==> config.mk <==
export PLATFORM = sky130hd
export DESIGN_NAME = fifo_wr_arbiter
export DESIGN_NICKNAME = d
export VERILOG_FILES = /design/src/rtl/fifo_arb_pkg.sv /design/src/rtl/fifo_wr_arbiter_rr_picker.sv /design/src/rtl/fifo_wr_arbiter.sv
export SDC_FILE = /design/constraint.sdc
export NUM_CORES = 1
export LEC_CHECK = 0
export CAP_MARGIN = 40
export CELL_PAD_IN_SITES_DETAIL_PLACEMENT = 2
export CELL_PAD_IN_SITES_GLOBAL_PLACEMENT = 2
export CORE_UTILIZATION = 20
export DETAILED_ROUTE_END_ITERATION = 6
export PLACE_DENSITY_LB_ADDON = 0.1
export SYNTH_ARGS = -nofsm -noshare
export SYNTH_HDL_FRONTEND = slang
export SYNTH_SLANG_ARGS = --single-unit
==> constraint.sdc <==
create_clock -name wr_clk -period 1.8 [get_ports wr_clk]
set_input_delay 0.36 -clock wr_clk [delete_from_list [all_inputs] [get_ports wr_clk]]
set_output_delay 0.36 -clock wr_clk [all_outputs]
set_load 0.005 [all_outputs]
==> src/rtl/fifo_arb_pkg.sv <==
// Shared types and sizing helpers for the FIFO write-port arbiter.
// Optional beat statistics are enabled with the FIFO_ARB_STATS_EN macro.
package fifo_arb_pkg;

    typedef enum logic {
        IDLE  = 1'b0,
        GRANT = 1'b1
    } state_t;

    localparam int STAT_W = 16;

    // Wide enough to hold the value BURST itself, so the counter never wraps.
    function automatic int beat_cnt_width(input int burst);
        return (burst < 1) ? 1 : $clog2(burst + 1);
    endfunction

endpackage

==> src/rtl/fifo_wr_arbiter_rr_picker.sv <==
// Combinational round-robin picker: finds the first set request bit
// scanning upward from (last+1) mod NREQ with wrap-around.
module rr_picker #(
    parameter int NREQ = 4,
    parameter int IDW  = $clog2(NREQ)
) (
    input  logic [NREQ-1:0] i_req,
    input  logic [IDW-1:0]  i_last,
    output logic            o_found,
    output logic [IDW-1:0]  o_idx
);

    // NOTE: every output gets a default before the loop, otherwise a path
    // that assigns nothing would infer a latch.
    always_comb begin
        o_found = 1'b0;
        o_idx   = '0;
        for (int off = 1; off <= NREQ; off++) begin
            if (!o_found && i_req[(int'(i_last) + off) % NREQ]) begin
                o_found = 1'b1;
                o_idx   = IDW'((int'(i_last) + off) % NREQ);
            end
        end
    end

endmodule

==> src/rtl/fifo_wr_arbiter.sv <==
// Round-robin burst arbiter in front of the async FIFO write port.
// Define FIFO_ARB_STATS_EN to add per-requester saturating beat counters.
module fifo_wr_arbiter
    import fifo_arb_pkg::*;
#(
    parameter int NREQ  = 4,
    parameter int WIDTH = 8,
    parameter int BURST = 4
) (
    input  logic                     wr_clk,
    input  logic                     rst,
    input  logic [NREQ-1:0]          req_valid,
    input  logic [NREQ*WIDTH-1:0]    req_data,
    output logic [NREQ-1:0]          req_ready,
    input  logic                     fifo_full,
    output logic                     fifo_wr_en,
    output logic [WIDTH-1:0]         fifo_din,
    output logic [$clog2(NREQ)-1:0]  grant_id,
    output logic                     busy
`ifdef FIFO_ARB_STATS_EN
    ,
    output logic [NREQ*STAT_W-1:0]   stat_beats
`endif
);

    localparam int IDW = $clog2(NREQ);
    localparam int BW  = beat_cnt_width(BURST);
    localparam logic [BW-1:0] BURST_C = BW'(BURST);

    state_t          r_state;
    logic [IDW-1:0]  r_grant;
    logic [IDW-1:0]  r_last;
    logic [BW-1:0]   r_beats;

    logic            w_found;
    logic [IDW-1:0]  w_pick;
    logic            w_in_grant;
    logic            w_gnt_valid;
    logic            w_xfer;

    rr_picker #(
        .NREQ (NREQ),
        .IDW  (IDW)
    ) u_picker (
        .i_req   (req_valid),
        .i_last  (r_last),
        .o_found (w_found),
        .o_idx   (w_pick)
    );

    assign w_in_grant  = (r_state == GRANT);
    assign w_gnt_valid = req_valid[r_grant];
    assign w_xfer      = w_in_grant && w_gnt_valid && !fifo_full;

    // Outputs decode straight from the state, so an async reset drops them at once.
    always_comb begin
        req_ready = '0;
        fifo_din  = '0;
        if (w_in_grant) begin
            req_ready[r_grant] = !fifo_full;
            fifo_din           = req_data[int'(r_grant)*WIDTH +: WIDTH];
        end
    end

    assign fifo_wr_en = w_xfer;
    assign busy       = w_in_grant;
    assign grant_id   = r_grant;

    // NOTE: state registers use non-blocking assignments so every flop
    // samples the pre-edge values regardless of statement order.
    always_ff @(posedge wr_clk or posedge rst) begin
        if (rst) begin
            r_state <= IDLE;
            r_grant <= '0;
            r_last  <= IDW'(NREQ - 1);
            r_beats <= '0;
        end else begin
            case (r_state)
                IDLE: begin
                    if (w_found) begin
                        r_grant <= w_pick;
                        r_last  <= w_pick;
                        r_beats <= '0;
                        r_state <= GRANT;
                    end
                end
                GRANT: begin
                    if (!w_gnt_valid) begin
                        r_state <= IDLE;
                    end else if (!fifo_full) begin
                        r_beats <= r_beats + BW'(1);
                        if (r_beats + BW'(1) == BURST_C) begin
                            r_state <= IDLE;
                        end
                    end
                end
                default: r_state <= IDLE;
            endcase
        end
    end

`ifdef FIFO_ARB_STATS_EN
    logic [STAT_W-1:0] r_stat [NREQ];

    // NOTE: the counter array is reset explicitly because software reads it
    // as an absolute count; plain storage arrays normally need no reset.
    always_ff @(posedge wr_clk or posedge rst) begin
        if (rst) begin
            for (int i = 0; i < NREQ; i++) begin
                r_stat[i] <= '0;
            end
        end else if (w_xfer && (r_stat[r_grant] != {STAT_W{1'b1}})) begin
            r_stat[r_grant] <= r_stat[r_grant] + STAT_W'(1);
        end
    end

    for (genvar g = 0; g < NREQ; g++) begin : g_stat
        assign stat_beats[g*STAT_W +: STAT_W] = r_stat[g];
    end
`endif

endmodule

==> results of run 1 <==
-- how the worst max path moves through the flow --
stage,slack (ns),to
after floorplan,0.17,fifo_din[1]
after global placement,-0.46,fifo_wr_en
after detailed placement,-0.47,fifo_wr_en
after CTS,-0.28,fifo_wr_en
after global routing,-0.29,fifo_din[1]
final,-0.23,fifo_din[1]
-- through the flow --
stage | instance area, um2 | total power (uW) | hold WS, ns | cells
final | 1752 | 2421 | 0.3884 | 208
after CTS | 1692 | 2302 | 0.3964 | 207
after detailed placement | 1555 | 1850 | 0.5071 | 197
after global placement | 1555 | 1806 | 0.4678 | 197
after floorplan | 845.8 | 1143 | 0.1742 | 78
after global routing | 1752 | 2614 | 0.4131 | 208
-- power by group through the flow --
stage          combinational, uW  clock [uW]  sequential [uW]
6_report                    1820         215              387
5_1_grt                     1970         239              403
4_1_cts                     1690         219              389
3_5_place_dp                1470           0              379
3_3_place_gp                1440           0              370
2_1_floorplan                795           0              348
-- cell usage in the layout (no fill, tap or decap), types with 2 or more instances in the layout --
| cell | n |
|---|---|
| sky130_fd_sc_hd__clkdlybuf4s50_1 | 40 |
| sky130_fd_sc_hd__buf_6 | 18 |
| sky130_fd_sc_hd__buf_4 | 17 |
| sky130_fd_sc_hd__mux4_2 | 8 |
| sky130_fd_sc_hd__inv_1 | 7 |
| sky130_fd_sc_hd__and2_4 | 6 |
| sky130_fd_sc_hd__nand2_1 | 5 |
| sky130_fd_sc_hd__o21ai_0 | 4 |
| sky130_fd_sc_hd__a21oi_1 | 4 |
| sky130_fd_sc_hd__dfrtp_1 | 4 |
| sky130_fd_sc_hd__buf_2 | 4 |
| sky130_fd_sc_hd__mux2_4 | 3 |
| sky130_fd_sc_hd__mux2i_1 | 3 |
| sky130_fd_sc_hd__clkbuf_8 | 3 |
| sky130_fd_sc_hd__a21o_1 | 2 |
| sky130_fd_sc_hd__and2_1 | 2 |
| sky130_fd_sc_hd__nor4b_4 | 2 |
| sky130_fd_sc_hd__ha_1 | 2 |
| sky130_fd_sc_hd__dfrtp_2 | 2 |
| sky130_fd_sc_hd__clkbuf_2 | 2 |
| sky130_fd_sc_hd__dfstp_2 | 2 |
-- state kept, by name (all words and copies together), names as in the netlist --
register and count:
r_beats 3, grant_id 2, r_last 2, busy 1
-- layer usage --
| metal | vias to the layer above | part of all wire, % |
|---|---|---|
| li1 | 446 | - |
| met1 | 473 | 36 |
| met2 | 34 | 56 |
| met3 | 2 | 7.5 |
| met4 | 0 | 0.47 |
| met5 | - | 0 |
-- area by class of cell --
type                            instances  area share, %
Timing Repair Buffer                   83          44.57
Multi-Input combinational cell         56          36.07
Sequential cell                         8          11.71
Tap cell                               50          3.571
Clock buffer                            3          2.357
Inverter                                8          1.714
-- kinds of logic (layout without fill, tap and decap cells) --
kind of cell | Yosys count | in the layout
buffers and inverters | 14 | 94
adder cells (fa/ha/maj) | 2 | 2
AND/OR/NAND/NOR | 26 | 26
multiplexers | 15 | 15
AO/OA/AOI/OAI | 13 | 13
flip-flops | 8 | 8
-- critical path, stage by stage (launching register included) --
cell and delay, ns:
sky130_fd_sc_hd__dfrtp_2 0.42, sky130_fd_sc_hd__buf_6 0.13, sky130_fd_sc_hd__buf_6 0.12, sky130_fd_sc_hd__buf_6 0.11
sky130_fd_sc_hd__mux4_2 0.41, sky130_fd_sc_hd__and2_4 0.15, sky130_fd_sc_hd__buf_6 0.10
-- what timing repair did --
| item | 4_1_cts | 5_1_grt |
|---|---|---|
| setup buffers | 7 | 3 |
| setup endpoints to repair | 13 | 19 |
| resized for setup | 69 | 18 |
| pin swaps | 8 | 4 |
==> impl.org, run 1 <==
** Outcome
- The flow ran to the end, but the final reports show violations.
- Violated checks :: negative setup slack

** Critical path
- Worst flop-to-flop path endpoint :: r_beats[0]$_DFFE_PP0P_
- Arrival time at the worst endpoint :: between 1.5 and 2 ns
- Sort of element at the start of the critical path :: flip-flop
- The worst register-to-register path has a setup slack of approximately 0.08 ns.
- Max Fanout on Critical Path :: 4
- The critical path starts at grant_id[0]$_DFFE_PP0P_.
- In this run the critical register-to-register path is launched from grant_id[0]$_DFFE_PP0P_.
- STA classifies the critical path endpoint as an output pin.
- Data required, critical path :: ~1.4 ns
- Worst-case reg-to-reg path depth :: 7
- The critical path is of the reg -> out type.

** Floorplanning
- Die width :: ~67 um
- I/O pin count :: between 50 and 60
- In this run the core area contains 23 standard-cell rows.
- Die H :: around 67 um
- Area of the core :: just over 4000 um2
- The die covers roughly 4500 um2.
- Once the floorplan was initialized, standard cells occupied 20.99% of the core.

** GRT
- Pin count of the biggest net entering global routing :: 9
- GRT busiest layer :: met2
- The via count of the first global-routing pass came to roughly 1,100.
- GRT met1 Usage :: between 10% and 20%
- The first global-routing pass estimated 5099 um of wire.
- In the global route stage, overall resource usage came out at roughly 15%.
- Overflow left after global routing :: 0
- The initial antenna violation count came to 0.
- Global routing consumed, on the met2 layer, a little under a third of the routing resources.
- For this run, global-route usage on met3 was measured as between 4 and 5%.

** Power and ir drop
- Combinational Power Share :: 75.1%
- Part of the power in the clock network :: under 10%
- P_leak :: 0.0007998 uW
- Internal power comes to about 1600 uW.
- Of the total power, the share spent switching nets is 34.02%.
- Sequential cells account for 16.0% of the total power.
- Switching power summed over all nets :: between 800 and 900 uW
- VDD sags by at most between 0.6 and 0.7 mV.
- Cell area power density :: approximately 1400 nW/um2

** Clocking
- Clock Sink Count :: 8
- Maximum clock insertion buffer count :: 2
- CTS HTree Levels :: 1
- Buffer cell driving the clock tree root :: sky130_fd_sc_hd__clkbuf_8
- In this run, CTS created clock tree buffers numbering 3.
- Clock insertion delay at the later pin of the skew report :: ~0.23 ns
- CTS tree :: built
- Hold_buf cts :: 0
- Clock-pin slew was measured on the worst setup and hold paths at about 0.050 ns.

** Synthesis
- Most area-consuming cells after synthesis :: sky130_fd_sc_hd__mux4_2 19%, sky130_fd_sc_hd__dfrtp_1 18%, sky130_fd_sc_hd__dfstp_2 6.2%
- In the synthesized netlist the dominant register cell turns out to be sky130_fd_sc_hd__dfrtp_1.
- Count of flip-flops with a built-in enable after synthesis :: 0
- After synthesis, the mean cell area works out to around 11 um2.
- YS warnings :: 0
- Number of distinct standard cells referenced by the synthesized netlist :: 33
- Multiplexer cells account for 31.36% of the synthesized area.
- Cell count after synthesis :: a little under 80
- Most used standard cells in the synthesized netlist :: 8 x sky130_fd_sc_hd__and2_1, 8 x sky130_fd_sc_hd__inv_1, 7 x sky130_fd_sc_hd__mux4_2
- Sequential share of the synthesized area :: a little under a quarter
- Simple-gate area share of the yosys netlist :: between 20% and 30%
- Summing the areas of all compound-gate instances in the mapped netlist gives 11.09% of the synthesized area.
- The synthesized netlist devotes 0% of its cell area to XOR and XNOR gates.
- Post-synth top area share :: between 10% and 20%
- Synthesis produced a netlist with a net count of around 120.
- Post-Syn Area :: around 850 um2
- After synthesis the netlist holds a flip-flop and latch count of 8.
- Top cell type by total area after synthesis :: sky130_fd_sc_hd__mux4_2
- After Yosys synthesis, full adders, half adders and majority gates account for under 10% of the synthesized area.
- After synthesis, the largest family of logic cells by area is multiplexers.
- Synth async-reset ratio :: 100.0%

** Job
- Across the run, the number of max-cap violations was 0.

** Placed design
- The HPWL after detailed placement is between 2000 and 3000 um.
- Prior to clock tree synthesis, the placed netlist has a worst setup slack of -0.4729 ns.
- Input/output buffers :: 54
- The congestion estimate from routability-driven global placement came to 0.6824.

** Route
- The detailed router placed about 960 vias in this run.
- The first TritonRoute pass finished after 2 iterations.
- In the routed design, unresolved DRC markers number 0.
- The count of nets left with antenna violations once routing finished came out at 0.
- Number of design-rule violations left by the first detailed-router iteration :: 15
- Average wire length per cell after detail routing :: ~16 um
- Vias per Instance :: between 4 and 5
- Routed wire length :: approximately 3400 um

** Layout
- Of the cells placed in the final design, the portion with a size suffix greater than 1 is 47.47%.
- The final layout contains roughly 200 nets.
- FF+latch area :: around 210 um2
- Measured on the finished design, the core utilization comes to 43.48%.
- Antenna diode instance count :: 0
- Filler cell count in the final layout :: around 420
- Multi-input combinational cell area :: 631.9 um2
- Area Growth Syn to Fin :: 107.1%

** STA
- The final critical path takes up 112.9% of the cycle.
- PnR worst setup slack :: -0.2316 ns
- Final setup violation count :: 10
- Static timing analysis puts the maximum clock frequency at around 0.49 GHz.
- Max Slew Vio Count :: 0
- The worst path in the final design needs a cycle of ~2.0 ns, including I/O delays and setup.
- Setup Total Neg Slack :: -1.480 ns
- The final count of hold timing violations was 0.
- The worst pin sits at a relative slew slack of around three quarters.
- For the pin with the worst max-slew slack, the measured transition is around 0.36 ns.
- Setup repair after global routing could not meet its margin everywhere.
- Across the routed clock network, the largest skew measured is between 0.009 and 0.01 ns.

** Hold path
- Kind of path behind the tightest hold check :: in -> async
Power figures use the tool's default switching activity.
==> run 2: changes to the inputs <==
--- a/config.mk
+++ b/config.mk
@@ -8,9 +8,11 @@
 export CAP_MARGIN = 40
 export CELL_PAD_IN_SITES_DETAIL_PLACEMENT = 2
 export CELL_PAD_IN_SITES_GLOBAL_PLACEMENT = 2
+export CORE_ASPECT_RATIO = 0.9
 export CORE_UTILIZATION = 20
 export DETAILED_ROUTE_END_ITERATION = 6
 export PLACE_DENSITY_LB_ADDON = 0.1
+export SKIP_CTS_REPAIR_TIMING = 1
 export SYNTH_ARGS = -nofsm -noshare
 export SYNTH_HDL_FRONTEND = slang
 export SYNTH_SLANG_ARGS = --single-unit
==> impl.org, run 2 (synthesis results as in run 1) <==
** Power and ir drop
- P_leak :: just over 0.0008 uW
- IR analysis of the VDD net gives a maximum drop of around 0.66 mV.
- Power spread over the standard cell area amounts to 1364 nW/um2.

** Floorplanning
- For this configuration, the core starts out at a cell density of slightly above 20%.
- The region available for standard cell placement spans between 4000 and 5000 um2.
- Die width :: 70.55 um
- For this design the top-level I/O count stands at 55.
- From bottom edge to top edge, the die measures about 64 um.
- Num rows :: 22
- Die Footprint :: approximately 4500 um2

** STA
- The final number of max-transition violations is 0.
- Worst-margin pin slew :: just over 0.4 ns
- Count of final hold-check violations :: 0
- In this run the tightest slew margin relative to its limit is 72.87%.
- The worst path uses 114.5% of the clock period.
- After routing, the total negative slack on setup checks comes to -1.762 ns.
- Post-route clock skew :: 0.004493 ns
- Final setup violation count :: 11
- PnR worst setup slack :: -0.2614 ns
- Worst hold slack across all endpoints :: roughly 0.38 ns
- Post-route minimum period :: roughly 2.1 ns
- Maximum operating frequency :: between 0.4 and 0.5 GHz
- RSZ-0062 raised after global routing :: true

** Clocking
- CTS tree :: built
- CTS HTree Levels :: 1
- Counting along the longest clock path gives a buffer depth of 2.
- Clock insertion delay at the later pin of the skew report :: roughly 0.23 ns
- Buffer cell driving the clock tree root :: sky130_fd_sc_hd__clkbuf_8
- Inserted Clock Buffers :: 3
- Clock Pin Slew Worst Setup and Hold Paths :: about 0.040 ns
- The clock drives 8 sinks.

** Layout
- Most common cell after layout, fill and taps aside :: sky130_fd_sc_hd__clkdlybuf4s50_1
- The final layout contains 197 nets.
- Register bank with the most flops :: r_beats
- Cells with a size suffix above 1 make up a little over two fifths of the layout.
- Final design area excluding fillers :: ~1700 um2
- Number of flip-flops under the largest register name :: 3
- Area Growth Syn to Fin :: 100.6%
- Commonest cells after routing, fill and taps aside :: 41 x sky130_fd_sc_hd__clkdlybuf4s50_1, 18 x sky130_fd_sc_hd__buf_4, 8 x sky130_fd_sc_hd__inv_1, 8 x sky130_fd_sc_hd__mux4_2, 8 x sky130_fd_sc_hd__and2_4
- The repair_antennas step left the layout with diodes totalling 0.
- Fill cells in the final layout number around 430.

** GRT
- First-pass GRT wire length :: 4540 um
- The initial antenna violation count was 0.
- For this run the aggregate overflow at the end of global routing stands at 0.
- GRT met1 Usage :: about 15%
- Entering global routing, the biggest net connects 16 pins.
- Global routing used about 13% of the available tracks.
- Global routing consumed, on the met2 layer, about a quarter of the routing resources.
- The via count of the first global-routing pass came to 968.
- For met3 alone, demand over resource in global routing was 3.520%.
- met2 is the most crowded layer.

** Critical path
- STA classifies the critical path endpoint as an output pin.
- Data required, critical path :: about 1.4 ns
- Sort of element at the start of the critical path :: flip-flop
- Max Fanout on Critical Path :: 5
- Kind of critical path :: reg -> out
- Data arrives at the worst endpoint at 1.70 ns.

** Route
- In this run, the number of DRC markers left after iteration 0 of detailed routing was 19.
- In the routed design, unresolved DRC markers number 12.
- After detailed routing, the average wire length per cell comes to ~16 um.
- After detailed routing, the total wire length is about 3200 um.
- Number of iterations in the first detailed-routing pass :: 6
- Detailed routing inserted a total of a little over 900 vias.
- Remaining antenna violation count after routing :: 0
- Dividing the detail-routed via count by the number of cells gives approximately 4.5.

** Outcome
- The flow ran to the end, but the final reports show violations.
- The final reports fail on design-rule violations, negative setup slack.

** Job
- Max Cap Violations :: 0

** Placed design
- In this run the cell area measured after placement is approximately 1500 um2.
- Estimated wirelength of the detail-placed design :: between 2000 and 2500 um
- The congestion estimate from routability-driven global placement came to 0.6982.
- Input/output buffers :: between 50 and 60

** Hold path
- The worst hold path belongs to the class in -> async.
[run 2: cell types whose count changed in the layout (fill, tap and decap cells not counted), moves of 2 or more]
| cell | before | now |
|---|---|---|
| sky130_fd_sc_hd__and2_4 | 6 | 8 |
| sky130_fd_sc_hd__dlymetal6s2s_1 | 0 | 3 |
| sky130_fd_sc_hd__and2_1 | 2 | 0 |
| sky130_fd_sc_hd__buf_2 | 4 | 2 |
| sky130_fd_sc_hd__clkbuf_2 | 2 | 6 |
| sky130_fd_sc_hd__nor4b_4 | 2 | 0 |
| sky130_fd_sc_hd__buf_6 | 18 | 7 |
[run 2: layer usage]
| metal | wire [um] | vias up |
|---|---|---|
| met5 | 0 | - |
| met4 | 13 | 0 |
| met3 | 166 | 2 |
| met2 | 1654 | 26 |
| met1 | 1351 | 451 |
| li1 | - | 439 |
[run 2: power breakdown]
| part | internal (uW) | total (uW) | switching [uW] | leakage (uW) |
|---|---|---|---|---|
| Clock | 153 | 223 | 69.9 | 0.0000228 |
| Combinational | 1110 | 1720 | 606 | 0.000703 |
| Sequential | 280 | 372 | 92.0 | 0.0000953 |
[run 2: layout make-up]
cell class	instances	area [um2]	area share [%]
clock buffer	4	45.04	2.655
inverter	8	30.03	1.770
multi-input combinational	56	610.6	35.99
sequential	8	203.9	12.02
tap	48	60.06	3.540
timing repair buffer	79	747.0	44.03
[run 2: stage by stage]
step | std cells | worst slack, ns | total power, uW | util, %
6_report | 203 | -0.2614 | 2314 | 41.65
5_1_grt | 203 | -0.3322 | 2505 | 41.65
4_1_cts | 193 | -0.4752 | 2012 | 38.42
3_5_place_dp | 189 | -0.4621 | 1779 | 37.32
3_3_place_gp | 189 | -0.4514 | 1756 | 37.32
2_1_floorplan | 78 | 0.1708 | 1143 | -
[run 2: path summary, 6_finish.rpt]
path                                              start                      to  slack, ns  cells past startpoint
worst max-delay path            grant_id[0]$_DFFE_PP0P_              fifo_wr_en      -0.26                      7
worst min-delay path                                rst  r_beats[0]$_DFFE_PP0P_       0.38                      2
worst max register to register  grant_id[0]$_DFFE_PP0P_  r_beats[2]$_DFFE_PP0P_      -0.13                      8
worst min register to register   r_beats[0]$_DFFE_PP0P_  r_beats[0]$_DFFE_PP0P_       0.49                      1
max in group asynchronous                           rst   r_last[1]$_DFFE_PP1P_       1.14                      2
min in group wr_clk              r_beats[0]$_DFFE_PP0P_  r_beats[0]$_DFFE_PP0P_       0.49                      1
[run 2: critical path, cell delays in order (launching register included)]
cell and delay, ns:
sky130_fd_sc_hd__dfrtp_1 0.42, sky130_fd_sc_hd__buf_12 0.15, sky130_fd_sc_hd__buf_6 0.11, sky130_fd_sc_hd__mux2_4 0.31
sky130_fd_sc_hd__a22oi_4 0.20, sky130_fd_sc_hd__nand2b_4 0.15, sky130_fd_sc_hd__inv_1 0.04, sky130_fd_sc_hd__clkbuf_2 0.10
==> run 3: changes to the inputs <==
--- a/config.mk
+++ b/config.mk
@@ -13,6 +13,7 @@
 export DETAILED_ROUTE_END_ITERATION = 6
 export PLACE_DENSITY_LB_ADDON = 0.1
 export SKIP_CTS_REPAIR_TIMING = 1
+export SLEW_MARGIN = 40
 export SYNTH_ARGS = -nofsm -noshare
 export SYNTH_HDL_FRONTEND = slang
 export SYNTH_SLANG_ARGS = --single-unit
==> results of run 3 <==
The final DEF is identical to that of run 2; final timing and power are the same.
